===== config.mk =====
export PLATFORM = sky130hd
export DESIGN_NAME = turn_signal_controller
export DESIGN_NICKNAME = d
export VERILOG_FILES = /design/src/rtl/turn_signal_controller_pkg.sv /design/src/rtl/turn_signal_controller_light_sequencer.sv /design/src/rtl/turn_signal_controller.sv
export SDC_FILE = /design/constraint.sdc
export NUM_CORES = 1
export LEC_CHECK = 0
export BUFFER_PORTS_ARGS = -buffer_cell sky130_fd_sc_hd__buf_2
export CAP_MARGIN = 20
export CORE_MARGIN = 2
export CORE_UTILIZATION = 56
export DETAILED_ROUTE_END_ITERATION = 10
export GPL_ROUTABILITY_DRIVEN = 0
export PLACE_DENSITY_LB_ADDON = 0.12
export SLEW_MARGIN = 15
export SYNTH_ARGS = -nofsm -noshare
export SYNTH_HDL_FRONTEND = slang
export SYNTH_SLANG_ARGS = --single-unit

===== constraint.sdc =====
create_clock -name clk -period 2.9 [get_ports clk]
set_clock_uncertainty 0.2 [all_clocks]
set_input_delay 0.29 -clock clk [delete_from_list [all_inputs] [get_ports clk]]
set_output_delay 0.29 -clock clk [all_outputs]
set_load 0.01 [all_outputs]

===== src/rtl/turn_signal_controller_pkg.sv =====
// Shared mode encodings, lamp patterns and request arbitration for the turn-signal controller.
package turn_signal_controller_pkg;

  typedef enum logic [1:0] {
    MODE_IDLE   = 2'b00,
    MODE_LEFT   = 2'b01,
    MODE_RIGHT  = 2'b10,
    MODE_HAZARD = 2'b11
  } mode_t;

  localparam logic [2:0] PAT0 = 3'b000;
  localparam logic [2:0] PAT1 = 3'b001;
  localparam logic [2:0] PAT2 = 3'b011;
  localparam logic [2:0] PAT3 = 3'b111;

  // Lamp pattern {C,B,A} for a sequencer phase.
  function automatic logic [2:0] phase_pattern(input logic [1:0] phase);
    logic [2:0] pat;
    case (phase)
      2'd0:    pat = PAT0;
      2'd1:    pat = PAT1;
      2'd2:    pat = PAT2;
      default: pat = PAT3;
    endcase
    return pat;
  endfunction

  // Both turn requests at once are treated as a hazard request.
  function automatic mode_t arbitrate(input logic left, input logic right, input logic hazard);
    mode_t m;
    if (hazard || (left && right)) m = MODE_HAZARD;
    else if (left)                 m = MODE_LEFT;
    else if (right)                m = MODE_RIGHT;
    else                           m = MODE_IDLE;
    return m;
  endfunction

endpackage


===== src/rtl/turn_signal_controller_light_sequencer.sv =====
// One three-lamp group: 2-bit phase counter with a registered lamp decode.
module light_sequencer
  import turn_signal_controller_pkg::*;
(
  input  logic       clk,
  input  logic       reset,
  input  logic       clear,
  input  logic       step,
  input  logic       enable,
  output logic [2:0] lamps,
  output logic       last
);

  logic [1:0] phase;
  logic [1:0] phase_nxt;

  always_comb begin
    phase_nxt = phase;
    if (clear)     phase_nxt = 2'd0;
    else if (step) phase_nxt = phase + 2'd1;
  end

  // Lamps decode the next phase so they line up with the phase register on the same edge.
  always_ff @(posedge clk or negedge reset) begin
    if (!reset) begin
      phase <= 2'd0;
      lamps <= PAT0;
    end else begin
      phase <= phase_nxt;
      lamps <= enable ? phase_pattern(phase_nxt) : PAT0;
    end
  end

  assign last = (phase == 2'd3);

endmodule


===== src/rtl/turn_signal_controller.sv =====
// Turn-signal top: step prescaler, mode FSM with arbitration, and two lamp sequencers.
//   state       | meaning
//   MODE_IDLE   | no request, lamps dark, arbitrating every cycle
//   MODE_LEFT   | left group sequencing, hazard preempts
//   MODE_RIGHT  | right group sequencing, hazard preempts
//   MODE_HAZARD | both groups sequencing in lockstep
module turn_signal_controller
  import turn_signal_controller_pkg::*;
#(
  parameter int TICK_DIV  = 12500000,
  parameter int DIV_WIDTH = 24
) (
  input  logic clk,
  input  logic reset,
  input  logic left,
  input  logic right,
  input  logic hazard,
  output logic LA,
  output logic LB,
  output logic LC,
  output logic RA,
  output logic RB,
  output logic RC,
  output logic busy
);

  mode_t                mode;
  mode_t                mode_nxt;
  mode_t                req;
  logic [DIV_WIDTH-1:0] presc;
  logic                 tick;
  logic                 seq_end;
  logic                 restart;
  logic                 step;
  logic                 en_left;
  logic                 en_right;
  logic                 left_last;
  logic                 right_last;
  logic [2:0]           lamps_left;
  logic [2:0]           lamps_right;

  always_comb begin
    req      = arbitrate(left, right, hazard);
    tick     = (mode != MODE_IDLE) && (presc == DIV_WIDTH'(TICK_DIV - 1));
    // Both sequencers restart together, so the left one tracks hazard phase too.
    seq_end  = tick && ((mode == MODE_RIGHT) ? right_last : left_last);
    mode_nxt = mode;
    restart  = 1'b0;
    unique case (mode)
      MODE_IDLE: begin
        mode_nxt = req;
        restart  = 1'b1;
      end
      MODE_LEFT, MODE_RIGHT: begin
        if (hazard) begin
          mode_nxt = MODE_HAZARD;
          restart  = 1'b1;
        end else if (seq_end) begin
          mode_nxt = req;
          restart  = 1'b1;
        end
      end
      MODE_HAZARD: begin
        if (seq_end) begin
          mode_nxt = req;
          restart  = 1'b1;
        end
      end
    endcase
    step     = tick && !restart;
    en_left  = (mode_nxt == MODE_LEFT)  || (mode_nxt == MODE_HAZARD);
    en_right = (mode_nxt == MODE_RIGHT) || (mode_nxt == MODE_HAZARD);
  end

  always_ff @(posedge clk or negedge reset) begin
    if (!reset) begin
      mode  <= MODE_IDLE;
      busy  <= 1'b0;
      presc <= '0;
    end else begin
      mode  <= mode_nxt;
      busy  <= (mode_nxt != MODE_IDLE);
      presc <= (restart || tick) ? '0 : presc + DIV_WIDTH'(1);
    end
  end

  light_sequencer u_seq_left (
    .clk    (clk),
    .reset  (reset),
    .clear  (restart),
    .step   (step),
    .enable (en_left),
    .lamps  (lamps_left),
    .last   (left_last)
  );

  light_sequencer u_seq_right (
    .clk    (clk),
    .reset  (reset),
    .clear  (restart),
    .step   (step),
    .enable (en_right),
    .lamps  (lamps_right),
    .last   (right_last)
  );

  assign {LC, LB, LA} = lamps_left;
  assign {RC, RB, RA} = lamps_right;

endmodule

### Yosys cells after proc, flatten, opt, wreduce, memory -nomap -nowiden

Cells that the tools add are included.

| cells by class | value |
|---|---|
| multiplexer cells | 19 |
| reduce and logical (&&, ||, !) cells | 15 |
| equality and inequality tests | 13 |
| $add $sub $neg | 3 |

Operators by type and width:

| operator | count |
|---|---|
| 24-bit by 1-bit adder with 24-bit output, second input constant | 1 |
| 24-bit == test, second input constant | 1 |
| 24-bit 2-to-1 mux | 1 |
| 2-bit 2-to-1 mux | 9 |
| 3-bit one-hot mux with 3 select lines | 2 |
| 2-bit == test, second input constant | 8 |
| 2-bit by 1-bit == test with 1-bit output, second input constant | 4 |
| 2-bit zero test | 3 |
| 3-bit 2-to-1 mux | 2 |
| 2-bit one-hot mux with 3 select lines | 1 |
| 2-bit by 1-bit adder with 2-bit output, second input constant | 2 |
| 1-bit logical AND | 4 |
| 1-bit logical OR | 4 |
| 2-bit nonzero test | 2 |
| 1-bit 2-to-1 mux | 3 |
| 1-bit one-hot mux with 3 select lines | 1 |
| 2-bit OR reduction | 1 |
| 1-bit zero test | 1 |

| word-level totals | value |
|---|---|
| flip-flop bits (word level) | 37 |
| logic and storage cells | 57 |
| output and inout bits | 7 |

### Logic depth before layout (Yosys ltp)

Gate-level depths: netlist (run 1).

| depth | value |
|---|---|
| word-level depth | 13 |
| mapped depth | 10 |
| gate-level depth less buffers | 7 |

### Modules after synthesis

A second synthesis (run 1) with hierarchy kept.

| unflattened totals | value |
|---|---|
| cells, all modules | 199 |
| area, all modules | 1985.7 µm² |

Modules (own cells, without submodules):

| module | area each (µm²) | instances | seq. area each (µm²) | cells each |
|---|---|---|---|---|
| turn_signal_controller | 1547.7 | 1 | 675.6 | 163 |
| light_sequencer | 219.0 | 2 | 125.1 | 18 |

### Worst setup path before layout (run 1)

OpenSTA, ideal clock, no wires.

| timing | value |
|---|---|
| path type | reg-to-reg |
| start | reg mode[0] |
| end | reg busy |
| arrival | 1868 ps |
| clock period less this slack | 2200 ps |
| cell stages (with the launch flop) | 10 |
| path slack | 700 ps |
| buffers on the path | 2 |
| library setup time | 132 ps |
| cell sequence | dfrtp_1 -> inv_1 -> ha_1 -> buf_2 -> nor4b_4 -> nand4_2 -> or2_1 -> buf_6 -> o41ai_4 -> o21bai_1 |

| on the way | value |
|---|---|
| longest elaborated chain between the ends | 7 |

Ends and longest elaborated chain:

| what | line | text |
|---|---|---|
| from (decl) | turn_signal_controller.sv:27 | `mode_t mode;` |
| from (signal assigned) | turn_signal_controller.sv:81 | `mode <= mode_nxt;` |
| 2-bit == test / 2-bit nonzero test (equally long branches) | turn_signal_controller.sv:46, turn_signal_controller.sv:49, turn_signal_controller.sv:44 |  |
| 1-bit 2-to-1 mux / 1-bit logical AND (equally long branches) | turn_signal_controller.sv:46, turn_signal_controller.sv:44 |  |
| 1-bit logical AND | turn_signal_controller.sv:46 | `seq_end = tick && ((mode == MODE_RIGHT) ? right_last : left_last);` |
| 2-bit 2-to-1 mux | turn_signal_controller.sv:58, turn_signal_controller.sv:64 |  |
| 2-bit 2-to-1 mux | turn_signal_controller.sv:55 | `if (hazard) begin` |
| 2-bit one-hot mux with 3 select lines * | turn_signal_controller.sv:49 | `unique case (mode)` |
| 2-bit nonzero test * | turn_signal_controller.sv:82 | `busy <= (mode_nxt != MODE_IDLE);` |
| to (signal assigned) | turn_signal_controller.sv:82 |  |
| to (decl) | turn_signal_controller.sv:24 | `output logic busy` |

Every way passes the cells marked *; elsewhere a longest branch is shown, timed or not.

### Worst setup path after layout (run 1)

| timing | value |
|---|---|
| start | reg mode[0] |
| end | reg u_seq_left.lamps[2] |

RTL lines:

| what | line | text |
|---|---|---|
| 2-bit == test / 2-bit nonzero test (equally long branches) | turn_signal_controller.sv:46, turn_signal_controller.sv:49, turn_signal_controller.sv:44 |  |
| 1-bit 2-to-1 mux / 1-bit logical AND (equally long branches) | turn_signal_controller.sv:46, turn_signal_controller.sv:44 |  |
| 1-bit logical AND | turn_signal_controller.sv:46 |  |
| 2-bit 2-to-1 mux | turn_signal_controller.sv:58, turn_signal_controller.sv:64 |  |
| 2-bit 2-to-1 mux | turn_signal_controller.sv:55 |  |
| 2-bit one-hot mux with 3 select lines * | turn_signal_controller.sv:49 |  |
| named net mode_nxt[0] | turn_signal_controller.sv:28 | `mode_t mode_nxt;` |
| 2-bit by 1-bit == test with 1-bit output / 2-bit == test (equally long branches) | turn_signal_controller.sv:71 | `en_left = (mode_nxt == MODE_LEFT) \|\| (mode_nxt == MODE_HAZARD);` |
| 1-bit logical OR * | turn_signal_controller.sv:71 |  |
| 3-bit 2-to-1 mux * | turn_signal_controller_light_sequencer.sv:30 | `lamps <= enable ? phase_pattern(phase_nxt) : PAT0;` |
| to (signal assigned) | turn_signal_controller_light_sequencer.sv:30 |  |
| to (decl) | turn_signal_controller_light_sequencer.sv:10 | `output logic [2:0] lamps,` |

Mark *: on every way through the listed nets, which the timed path passes. The rest lies on a longest branch.

==> results of run 1 <==
cell type report:
| cell class | count | area (sq um) |
|---|---|---|
| Tap cell | 46 | 57.56 |
| Inverter | 2 | 7.507 |
| Sequential cell | 37 | 925.9 |
| Timing Repair Buffer | 14 | 80.08 |
| Fill cell | 288 | 1235 |
| Clock inverter | 2 | 35.03 |
| Clock buffer | 5 | 37.54 |
| Multi-Input combinational cell | 143 | 958.4 |
cells by family (layout without fill, tap and decap cells):
group / count (synthesis) / in the layout
buffers and inverters: 10 / 23
and+or+nand+nor: 93 / 93
adders and majority gates: 4 / 4
muxes: 4 / 4
xor gates and xnor gates: 22 / 22
AOI/OAI and AO/OA: 20 / 20
DFF: 37 / 37
power breakdown:
group | switching [mW] | internal [mW] | total, mW
registers | 0.0347 | 0.559 | 0.593
clock network | 0.172 | 0.176 | 0.347
logic | 0.273 | 0.148 | 0.421
total | 0.480 | 0.882 | 1.36
what timing repair did:
| item | CTS | global route |
|---|---|---|
| hold endpoints to repair | 37 | 0 |
| endpoints found under the setup margin | 0 | 0 |
| hold buffers | 1 | 0 |
flip-flops by register name (all words and copies together) (netlist names):
| name | count |
|---|---|
| presc | 24 |
| u_seq_left.lamps | 3 |
| u_seq_right.lamps | 3 |
| mode | 2 |
| u_seq_left.phase | 2 |
| u_seq_right.phase | 2 |
| busy | 1 |
worst max-delay path, cell delays in order (launching register included):
cell,delay [ns]
sky130_fd_sc_hd__dfrtp_1,0.39
sky130_fd_sc_hd__inv_1,0.09
sky130_fd_sc_hd__ha_1,0.32
sky130_fd_sc_hd__nor4b_4,0.25
sky130_fd_sc_hd__nand4_2,0.17
sky130_fd_sc_hd__nor3_1,0.28
sky130_fd_sc_hd__mux2i_1,0.47
sky130_fd_sc_hd__and4b_1,0.26
metrics by stage:
stage	utilization (%)	hold slack, ns	total power, mW	instance area (sq um)
6_report	62.99	0.08940	1.362	2102
4_1_cts	62.99	0.07958	1.373	2102
2_1_floorplan	-	-0.2056	0.9031	1934
5_1_grt	62.99	0.08899	1.450	2102
3_3_place_gp	60.52	0.2123	1.002	2019
3_5_place_dp	60.52	0.2277	1.027	2019
cell usage after synthesis, drive strengths merged, types with 2 or more instances:
library cell   n
nand3         10
o21ai          4
or2            2
ha             4
nand4          6
clkbuf         3
a21oi          4
inv            2
nor3           4
nor2          31
and3           9
mux2i          4
nor2b          2
xor2          17
dfrtp         37
xnor2          5
o31ai          2
nand2         13
and4           5
buf            5
and2           4
metal layers:
| layer | global-route usage [%] | part of all wire [%] | vias up |
|---|---|---|---|
| li1 | - | - | 688 |
| met3 | 5.405 | 3.1 | 7 |
| met4 | 6.667 | 1.6 | 0 |
| met1 | 27.73 | 45 | 695 |
| met5 | 0 | 0 | - |
| met2 | 36.29 | 50 | 15 |
worst paths after layout:
path                       slack, ns  cells after the start                  end
max                             0.42                      7  u_seq_left.lamps[2]
min                             0.09                      3              mode[1]
max reg2reg                     0.42                      7  u_seq_left.lamps[2]
min reg2reg                     0.29                      1             presc[0]
max in group asynchronous       1.63                      2              mode[1]
min in group asynchronous       0.35                      2            presc[12]
==> insert_results.sql, run 1 <==
INSERT INTO impl_metrics (metric_group, metric, value, unit) VALUES
('status', 'status', 'completed', ''),
('worst_setup_path', 'timing.critical_path.to_type', 'register', ''),
('synthesis', 'synth_async_sr_flop_share', '100.0', '%'),
('sta', 'slew-limit-headroom', '46.85', '%'),
('worst_setup_path', 'crit-reg2reg-launch', 'mode[0]', ''),
('synthesis', 'synth_compound_area_share', '8.409', '%'),
('clock_network', 'clk_pin_slew_worst_paths', '0.11', 'ns'),
('clock_network', 'post_cts_resize_count', '0', ''),
('cells_and_area', 'mostFrequentLayoutCell', 'sky130_fd_sc_hd__dfrtp_1', ''),
('sta', 'final_max_slew_viol_count', '0', ''),
('worst_hold_path', 'hp_class', 'in -> reg', ''),
('global_routing', 'grt_pass1_wl', '6.637', 'mm'),
('sta', 'fin_setup_tns', '0', 'ns'),
('cells_and_area', 'drive_gt1_share', '14.78', '%'),
('worst_setup_path', 'timing.critical_path.required', '2.99', 'ns'),
('pwr', 'max-vdd-ir-drop', '590.7', 'uV'),
('placement', 'dp_hpwl', '2.627', 'mm'),
('sta', 'setup_ws', '0.4154', 'ns'),
('placement', 'place.port_buffers', '11', ''),
('worst_setup_path', 'crit_arrival', '2.57', 'ns'),
('synthesis', 'synth_top_family_by_area', 'simple AND/OR/NAND/NOR gates', ''),
('floorplan', 'floorplan.initialDensity', '57.97', '%'),
('global_routing', 'global_route.usage.total', '21.65', '%'),
('synthesis', 'synth_mux_area_share', '2.070', '%'),
('synthesis', 'yosys_warnings', '0', ''),
('floorplan', 'floorplan.rows', '21', ''),
('synthesis', 'ys_ff_latch', '37', ''),
('pwr', 'power.density', '647.8', 'nW/um^2'),
('floorplan', 'fp.dieH', '62.77', 'um'),
('clock_network', 'cts.root.buffer_cell', 'sky130_fd_sc_hd__clkbuf_4', ''),
('sta', 'report.final.hold_viol_count', '0', ''),
('cells_and_area', 'syn2layout_area_growth', '8.668', '%'),
('synthesis', 'synth_top_flop_cell', 'sky130_fd_sc_hd__dfrtp_1', ''),
('synthesis', 'synth_enable_flop_cells', '0', ''),
('detailed_routing', 'drt_pre_antenna_iters', '4', ''),
('detailed_routing', 'detail_route.drc_violations', '0', ''),
('floorplan', 'die-width', '62.77', 'um'),
('detailed_routing', 'ant_nets', '0', ''),
('synthesis', 'synth_top_cell_by_area', 'sky130_fd_sc_hd__dfrtp_1', ''),
('sta', 'fmaxAchievable', '0.4025', 'GHz'),
('synthesis', 'synth_adder_area_share', '2.587', '%'),
('clock_network', 'cts_tree', 'yes', ''),
('sta', 'finalCriticalPeriod', '2.485', 'ns'),
('global_routing', 'first_global_vias', '1427', ''),
('global_routing', 'antenna_violations_before_repair', '0', ''),
('cells_and_area', 'antenna-diode-count', '0', ''),
('worst_setup_path', 'startpoint_type', 'register', ''),
('synthesis', 'proportion_of_netlist_area_held_by_the_largest_area_contributor', '47.87', '%'),
('sta', 'rsz0062_at_grt', 'false', ''),
('synthesis', 'avgSynthCellArea', '10.18', 'sq um'),
('pwr', 'p_leak', '0.9871', 'nW'),
('synthesis', 'synthXorXnorAreaFrac', '9.961', '%'),
('detailed_routing', 'route.detailed.vias_per_inst', '5.643', ''),
('detailed_routing', 'routedWlPerCell', '14.65', 'um'),
('synthesis', 'seq_area_frac_synth', '47.87', '%'),
('worst_setup_path', 'critPathMaxFanout', '8', ''),
('floorplan', 'core-area', '3337', 'sq um'),
('synthesis', 'synthesis.instances', '190', ''),
('sta', 'timing.final.crit_share', '85.68', '%'),
('cells_and_area', 'nNetsFinal', '212', ''),
('floorplan', 'floorplan.die_area', '3940', 'sq um'),
('cells_and_area', 'mostFrequentLayoutCells', 'sky130_fd_sc_hd__dfrtp_1 (37), sky130_fd_sc_hd__nor2_1 (31), sky130_fd_sc_hd__xor2_1 (17), sky130_fd_sc_hd__nand2_1 (13), sky130_fd_sc_hd__buf_2 (11)', ''),
('synthesis', 'synth_area_leaders', 'sky130_fd_sc_hd__dfrtp_1 (48%), sky130_fd_sc_hd__xor2_1 (7.7%), sky130_fd_sc_hd__nor2_1 (6.0%)', ''),
('detailed_routing', 'route.final.wire_length', '3.647', 'mm'),
('cells_and_area', 'layout_cells_excl_fill', '249', ''),
('synthesis', 'netlist_area', '1934', 'sq um'),
('clock_network', 'cts_post_setup_buffers_inserted', '0', ''),
('global_routing', 'grt_remaining_overflow', '0', ''),
('worst_hold_path', 'hold_path_startpoint', 'right', ''),
('detailed_routing', 'number_of_drc_violations_after_detailed_routing_iteration_0', '88', ''),
('worst_setup_path', 'crit_start', 'mode[0]', '');
Power figures use the tool's default switching activity.
==> run 2: changes to the inputs <==
Settings changed: ABC_AREA set to 1.
==> run 2 against run 1 <==
  * Non-clock buffer count is 2 lower
  * Via count is 13% higher
  * Clock power is 25% lower
  * Cell count is 28% higher
  * Sequential share of layout area is 1.1 points lower
  * Fmax is 14% higher
  * First-iteration DRC count is 25% higher
  * Die area is 3.4% higher
==> insert_results.sql, run 2 <==
INSERT INTO impl_metrics (metric_group, metric, value, unit) VALUES
('synthesis', 'netlist_area', '2004', 'sq um'),
('global_routing', 'grt_start_max_net_pins', '38', ''),
('status', 'status', 'completed', ''),
('sta', 'report.final.hold_viol_count', '0', ''),
('synthesis', 'synth_area_leaders', 'sky130_fd_sc_hd__dfrtp_1 (46%), sky130_fd_sc_hd__nand2_1 (11%), sky130_fd_sc_hd__nor2_1 (9.9%)', ''),
('global_routing', 'global_route.usage.total', '22.19', '%'),
('worst_setup_path', 'timing.reg2reg.setup_slack', '0.72', 'ns'),
('pwr', 'share_clk_of_total_power', '21.6', '%'),
('floorplan', 'floorplan.rows', '21', ''),
('pwr', 'power.density', '560.7', 'nW/um^2'),
('synthesis', 'ys_ff_latch', '37', ''),
('detailed_routing', 'drt_pre_antenna_iters', '4', ''),
('synthesis', 'yosys_warnings', '0', ''),
('worst_hold_path', 'hp_class', 'in -> reg', ''),
('clock_network', 'cts.root.buffer_cell', 'sky130_fd_sc_hd__clkbuf_4', ''),
('clock_network', 'clock_sink_count', '37', ''),
('cells_and_area', 'num-fill-cells', '305', ''),
('synthesis', 'syn-num-nets', '264', ''),
('sta', 'setup_viol_count_final', '0', ''),
('worst_hold_path', 'hold_path_startpoint', 'left', ''),
('worst_setup_path', 'worstPathBufferInverterCount', '1', ''),
('worst_setup_path', 'crit_slowest_cell', 'sky130_fd_sc_hd__dfrtp_1', ''),
('synthesis', 'avgSynthCellArea', '7.860', 'sq um'),
('pwr', 'power_frac_comb', '29.0', '%'),
('pwr', 'power.share.sequential', '49.4', '%'),
('synthesis', 'netlist_top_cells_count', 'sky130_fd_sc_hd__nand2_1 (58), sky130_fd_sc_hd__nor2_1 (53), sky130_fd_sc_hd__dfrtp_1 (37)', ''),
('worst_setup_path', 'max_stage_delay', '0.42', 'ns'),
('floorplan', 'floorplan.die_area', '4074', 'sq um'),
('clock_network', 'cts_tree', 'yes', ''),
('cells_and_area', 'largest_register_ffs', '24', ''),
('sta', 'slew-limit-headroom', '46.73', '%'),
('placement', 'dp_hpwl', '2.828', 'mm'),
('pwr', 'power.switching_fraction', '38.04', '%'),
('floorplan', 'fp.dieH', '63.83', 'um'),
('synthesis', 'synth_async_sr_flop_share', '100.0', '%'),
('placement', 'place.detailed.instances', '310', ''),
('sta', 'final_max_slew_viol_count', '0', ''),
('pwr', 'max-vdd-ir-drop', '548.9', 'uV'),
('floorplan', 'floorplan.io_pins', '12', ''),
('cells_and_area', 'mostFrequentLayoutCell', 'sky130_fd_sc_hd__nand2_1', ''),
('worst_setup_path', 'crit_type', 'reg -> reg', ''),
('cells_and_area', 'drive_gt1_share', '11.36', '%'),
('worst_setup_path', 'crit_start', 'presc[0]', ''),
('clock_network', 'cts_max_path_buffers', '2', ''),
('detailed_routing', 'routedWlPerCell', '11.94', 'um'),
('worst_setup_path', 'startpoint_type', 'register', ''),
('worst_setup_path', 'reg2regPathDepth', '10', ''),
('cells_and_area', 'nNetsFinal', '281', ''),
('clock_network', 'h-tree-depth', '2', ''),
('cells_and_area', 'antenna-diode-count', '0', ''),
('cells_and_area', 'mostFrequentLayoutCells', 'sky130_fd_sc_hd__nand2_1 (58), sky130_fd_sc_hd__nor2_1 (53), sky130_fd_sc_hd__dfrtp_1 (37), sky130_fd_sc_hd__inv_1 (29), sky130_fd_sc_hd__nand3_1 (16)', ''),
('clock_network', 'tritoncts_buffer_count', '5', ''),
('detailed_routing', 'detail_route.drc_violations', '0', ''),
('worst_setup_path', 'crit-reg2reg-launch', 'presc[0]', ''),
('synthesis', 'seq_area_frac_synth', '46.19', '%'),
('sta', 'fmaxAchievable', '0.4584', 'GHz'),
('worst_setup_path', 'critical-path-top-cell-by-count', 'sky130_fd_sc_hd__nor2_4', ''),
('synthesis', 'synthesis.instances', '255', ''),
('floorplan', 'die-width', '63.83', 'um'),
('floorplan', 'core-area', '3390', 'sq um'),
('cells_and_area', 'top_regs', 'presc x24, u_seq_left.lamps x3, u_seq_right.lamps x3', ''),
('global_routing', 'antenna_violations_before_repair', '0', ''),
('sta', 'rsz0062_at_grt', 'false', ''),
('run', 'max_cap_violations', '0', ''),
('synthesis', 'proportion_of_netlist_area_held_by_the_largest_area_contributor', '46.19', '%'),
('synthesis', 'synth_top_cell_by_area', 'sky130_fd_sc_hd__dfrtp_1', ''),
('global_routing', 'grt_pass1_wl', '6.844', 'mm'),
('cells_and_area', 'layout_cells_excl_fill', '319', ''),
('placement', 'place.port_buffers', '11', ''),
('pwr', 'cell_internal_pwr', '0.7490', 'mW'),
('detailed_routing', 'route.detailed.vias_per_inst', '4.991', ''),
('worst_setup_path', 'worstSetupEndpoint', 'presc[12]', ''),
('cells_and_area', 'regMostFlops', 'presc', ''),
('sta', 'finalCriticalPeriod', '2.181', 'ns'),
('clock_network', 'worst_skew_pair.late_latency', '0.35', 'ns'),
('worst_setup_path', 'critical_path.cell_chain', 'ha_1 -> nand2_1 -> nor2_4 -> nand2_2 -> nor2_4 -> nand4_2 -> nand3_2 -> inv_2 -> nand2_4 -> nor2_1', ''),
('worst_setup_path', 'crit_family', 'simple AND/OR/NAND/NOR gates', ''),
('global_routing', 'first_global_vias', '1523', ''),
('synthesis', 'synth_enable_flop_cells', '0', ''),
('pwr', 'p_leak', '1.007', 'nW'),
('detailed_routing', 'route.final.wire_length', '3.810', 'mm'),
('worst_setup_path', 'timing.critical_path.to_type', 'register', ''),
('worst_setup_path', 'crit_arrival', '2.22', 'ns'),
('floorplan', 'floorplan.initialDensity', '59.14', '%'),
('clock_network', 'clk_pin_slew_worst_paths', '0.11', 'ns'),
('worst_setup_path', 'timing.critical_path.required', '2.94', 'ns'),
('sta', 'final.hold.worst_slack', '0.05836', 'ns'),
('worst_setup_path', 'crit-reg2reg-capture', 'presc[12]', ''),
('pwr', 'power.switching', '0.4599', 'mW'),
('detailed_routing', 'vias', '1592', ''),
('pwr', 'power', '1.209', 'mW'),
('cells_and_area', 'final_util', '63.60', '%'),
('sta', 'fin_setup_tns', '0', 'ns'),
('worst_setup_path', 'critPathMaxFanout', '23', ''),
('sta', 'timing.final.crit_share', '75.22', '%'),
('sta', 'worst-slew-pin-transition', '0.7990', 'ns'),
('global_routing', 'grt_remaining_overflow', '0', ''),
('detailed_routing', 'number_of_drc_violations_after_detailed_routing_iteration_0', '110', ''),
('synthesis', 'ys_types', '24', ''),
('synthesis', 'post-synth-top-count-cell', 'sky130_fd_sc_hd__nand2_1', ''),
('detailed_routing', 'ant_nets', '0', ''),
('worst_setup_path', 'critical_path_depth', '10', ''),
('cells_and_area', 'syn2layout_area_growth', '7.553', '%'),
('synthesis', 'synth_top_flop_cell', 'sky130_fd_sc_hd__dfrtp_1', '');
-- run 2: cell type report --
cell class	instances	area [sq um]	share of cell area, %
clock buffers	6	41.29	1.915
repair buffers	12	65.06	3.018
flip-flops and latches	37	925.9	42.95
clock inverters	2	10.01	0.4643
inverters	32	120.1	5.572
well taps	46	57.56	2.670
multi-input cells	184	935.9	43.41
-- run 2: what timing repair did --
action	in CTS	in global routing
endpoints found under the hold margin	37	0
buffers inserted	0	0
gates resized for setup	0	0
hold buffers	1	0
-- run 2: power by group through the flow --
stage               clock [mW]  sequential (mW)  combinational [mW]
global placement             0            0.605               0.354
finish                   0.261            0.597               0.351
floorplan                    0            0.599               0.316
global route             0.296            0.602               0.418
CTS                      0.274            0.597               0.360
detailed placement           0            0.607               0.359
-- run 2: routing by layer --
| metal | global-route usage (%) | share of wire, % | wire length [um] |
|---|---|---|---|
| met1 | 28.19 | 45 | 1717 |
| met2 | 35.94 | 49 | 1859 |
| met3 | 4.225 | 4.7 | 180 |
| met4 | 11.41 | 1.4 | 53 |
| met5 | 0 | 0 | 0 |
-- run 2: cell families after synthesis --
logic type / after synthesis / share of synthesized area, %
simple gates: 158 / 35.39
flops: 37 / 46.19
buf+inv: 34 / 7.116
xor+xnor: 17 / 7.428
compound gates: 5 / 1.373
fa+ha+maj: 4 / 2.497
-- run 2: worst min path at each step --
stage | to | slack [ns] | depth (start not counted)
floorplan | busy | -0.21 | 0
global placement | presc[11] | 0.22 | 1
global route | busy | 0.06 | 4
detailed placement | presc[11] | 0.23 | 1
CTS | busy | 0.04 | 4
finish | busy | 0.06 | 4
-- run 2: worst min-delay path: cells and delay by family --
family,cells,cell delay (ns)
and+or+nand+nor,3,0.20
buffers and inverters,1,0.07
-- run 2: per-stage QoR --
stage | setup slack (ns) | cell area (sq um)
6_report | 0.7186 | 2156
5_1_grt | 0.4696 | 2156
4_1_cts | 0.7012 | 2156
3_5_place_dp | 0.7218 | 2095
3_3_place_gp | 0.8008 | 2095
2_1_floorplan | 0.9629 | 2004
==> run 3: changes to the inputs <==
Settings changed: ABC_AREA 1 to 0, CORE_UTILIZATION 56 to 54.
Clock period 2.9 ns to 1.8 ns, I/O delays scaled along.
==> run 3 against run 2 <==
  * The run now ends with negative setup slack left
  * Die area about the same
  * Design area up 38%
  * Combinational power rose to 5.2 times the previous value
  * Utilization up 24 points
  * Fmax down 1.1%
  * Non-clock buffer count up 61
  * Sequential share of layout area down 12 points
  * Via count up 16%
  * Register-to-register slack worse by 1.1 ns
  * Critical path type unchanged
==> insert_results.sql, run 3 (synthesis gave the netlist of run 1 again) <==
INSERT INTO impl_metrics (metric_group, metric, value, unit) VALUES
('sta', 'rsz0062_at_grt', 'true', ''),
('floorplan', 'floorplan.rows', '21', ''),
('floorplan', 'floorplan.initialDensity', '57.07', '%'),
('detailed_routing', 'vias', '1850', ''),
('sta', 'slew-limit-headroom', '69.42', '%'),
('cells_and_area', 'mostFrequentLayoutCell', 'sky130_fd_sc_hd__buf_4', ''),
('global_routing', 'grt_start_max_net_pins', '38', ''),
('clock_network', 'worst_skew_pair.late_latency', '0.35', 'ns'),
('global_routing', 'antenna_violations_before_repair', '0', ''),
('worst_setup_path', 'timing.reg2reg.setup_slack', '-0.41', 'ns'),
('pwr', 'max-vdd-ir-drop', '912.5', 'uV'),
('cells_and_area', 'antenna-diode-count', '0', ''),
('status', 'violated_checks', 'negative setup slack', ''),
('cells_and_area', 'regMostFlops', 'presc', ''),
('detailed_routing', 'detail_route.drc_violations', '0', ''),
('sta', 'finalCriticalPeriod', '2.206', 'ns'),
('sta', 'fin_setup_tns', '-10.45', 'ns'),
('sta', 'fmaxAchievable', '0.4532', 'GHz'),
('sta', 'timing.final.crit_share', '122.6', '%'),
('clock_network', 'cts.root.buffer_cell', 'sky130_fd_sc_hd__clkbuf_4', ''),
('worst_setup_path', 'critPathMaxFanout', '4', ''),
('cells_and_area', 'syn2layout_area_growth', '53.82', '%'),
('placement', 'place.detailed.instances', '291', ''),
('clock_network', 'clk_pin_slew_worst_paths', '0.12', 'ns'),
('clock_network', 'clock_sink_count', '37', ''),
('floorplan', 'die-width', '63.85', 'um'),
('pwr', 'cell_internal_pwr', '2.071', 'mW'),
('floorplan', 'floorplan.io_pins', '12', ''),
('global_routing', 'first_global_vias', '1776', ''),
('sta', 'setup_viol_count_final', '36', ''),
('detailed_routing', 'drt_pre_antenna_iters', '4', ''),
('cells_and_area', 'num-fill-cells', '144', ''),
('sta', 'worst-slew-pin-transition', '0.4586', 'ns'),
('pwr', 'power.switching', '1.302', 'mW'),
('worst_hold_path', 'hp_class', 'in -> reg', ''),
('cells_and_area', 'layout.area.seq', '925.9', 'sq um'),
('pwr', 'power.switching_fraction', '38.60', '%'),
('cells_and_area', 'mostFrequentLayoutCells', 'sky130_fd_sc_hd__buf_4 (52), sky130_fd_sc_hd__dfrtp_1 (37), sky130_fd_sc_hd__nor2_4 (16), sky130_fd_sc_hd__xor2_1 (16)', ''),
('placement', 'dp_hpwl', '3.403', 'mm'),
('global_routing', 'grt_remaining_overflow', '0', ''),
('worst_setup_path', 'timing.critical_path.to_type', 'register', ''),
('detailed_routing', 'route.final.wire_length', '6.347', 'mm'),
('pwr', 'p_leak', '1.344', 'nW'),
('global_routing', 'grt_pass1_wl', '8.687', 'mm'),
('pwr', 'power_frac_comb', '53.6', '%'),
('sta', 'final_max_slew_viol_count', '0', ''),
('clock_network', 'tritoncts_buffer_count', '5', ''),
('cells_and_area', 'drive_gt1_share', '52.47', '%'),
('worst_setup_path', 'crit_type', 'reg -> reg', ''),
('cells_and_area', 'multi_input_area', '1305', 'sq um'),
('pwr', 'power', '3.373', 'mW'),
('run', 'max_cap_violations', '0', ''),
('clock_network', 'h-tree-depth', '2', ''),
('cells_and_area', 'top_regs', 'presc x24, u_seq_left.lamps x3, u_seq_right.lamps x3', ''),
('worst_setup_path', 'startpoint_type', 'register', ''),
('worst_setup_path', 'timing.critical_path.required', '1.84', 'ns'),
('clock_network', 'cts_tree', 'yes', ''),
('detailed_routing', 'ant_nets', '0', ''),
('cells_and_area', 'nNetsFinal', '271', ''),
('cells_and_area', 'largest_register_ffs', '24', ''),
('global_routing', 'global_route.usage.total', '28.06', '%'),
('pwr', 'share_clk_of_total_power', '18.4', '%'),
('detailed_routing', 'number_of_drc_violations_after_detailed_routing_iteration_0', '191', ''),
('placement', 'place.port_buffers', '11', ''),
('cells_and_area', 'layout_cells_excl_fill', '309', ''),
('floorplan', 'core-area', '3390', 'sq um'),
('worst_setup_path', 'crit_arrival', '2.25', 'ns'),
('sta', 'setup_ws', '-0.4065', 'ns'),
('detailed_routing', 'route.detailed.vias_per_inst', '5.987', ''),
('pwr', 'power.density', '1134', 'nW/um^2'),
('floorplan', 'fp.dieH', '63.85', 'um'),
('sta', 'report.final.hold_viol_count', '0', ''),
('status', 'status', 'finished with violations', ''),
('floorplan', 'floorplan.die_area', '4077', 'sq um'),
('pwr', 'power.share.sequential', '28.0', '%'),
('clock_network', 'cts_max_path_buffers', '2', ''),
('detailed_routing', 'routedWlPerCell', '20.54', 'um');
run 3: power by group through the flow:
stage	clock [mW]	sequential (mW)	combinational (mW)
3_5_place_dp	0	0.954	1.03
2_1_floorplan	0	0.966	0.563
5_1_grt	0.665	0.946	1.89
4_1_cts	0.625	0.936	1.10
6_report	0.621	0.944	1.81
3_3_place_gp	0	0.950	0.992
run 3: what timing repair did:
item / 4_1_cts / 5_1_grt
gates cloned: 0 / 3
gates resized for setup: 23 / 63
setup endpoints to repair: 37 / 37
setup buffers: 3 / 1
endpoints found under the hold margin: 39 / 0
hold buffers: 3 / 0
pin swaps: 7 / 32
run 3: through the flow:
| step | cell area, sq um | util [%] | worst slack, ns | hold slack (ns) |
|---|---|---|---|---|
| final | 2975 | 87.78 | -0.4065 | 0.1300 |
| after global placement | 2410 | 71.10 | -0.3591 | 0.04051 |
| after detailed placement | 2410 | 71.10 | -0.4123 | 0.04874 |
| after CTS | 2648 | 78.11 | -0.3226 | 0.09500 |
| after global routing | 2975 | 87.78 | -0.4762 | 0.1352 |
| after floorplan | 1956 | - | -0.3299 | -0.3156 |
run 3: worst max-delay path, stage by stage (launching register included):
cell                      delay [ns]
sky130_fd_sc_hd__dfrtp_1        0.40
sky130_fd_sc_hd__inv_2          0.08
sky130_fd_sc_hd__ha_4           0.17
sky130_fd_sc_hd__nor4b_4        0.26
sky130_fd_sc_hd__nand4_4        0.18
sky130_fd_sc_hd__buf_4          0.19
sky130_fd_sc_hd__nor2_4         0.17
sky130_fd_sc_hd__buf_4          0.16
sky130_fd_sc_hd__mux2i_1        0.21
sky130_fd_sc_hd__nor3b_1        0.08
run 3: area by class of cell:
cell class	count	area share, %
timing repair buffer	73	19.97
inverter	2	0.2523
tap	46	1.934
multi-input combinational	143	43.86
clock buffer	7	1.850
sequential	37	31.12
clock inverter	1	1.009
run 3: worst paths after layout:
check                      startpoint              endpoint  cells past startpoint
min reg2reg                 presc[13]             presc[13]                      2
max                           mode[0]  u_seq_right.lamps[2]                      9
min                              left               mode[0]                      4
min in group asynchronous       reset             presc[14]                      3
max in group asynchronous       reset             presc[11]                      3
max reg2reg                   mode[0]  u_seq_right.lamps[2]                      9
run 3: per-layer routing:
| layer | up-vias | GRT usage, % | wire length [um] |
|---|---|---|---|
| li1 | 809 | - | - |
| met1 | 925 | 34.22 | 2519 |
| met2 | 94 | 46.74 | 3249 |
| met3 | 22 | 7.218 | 404 |
| met4 | 0 | 12.23 | 173 |
| met5 | - | 0 | 0 |
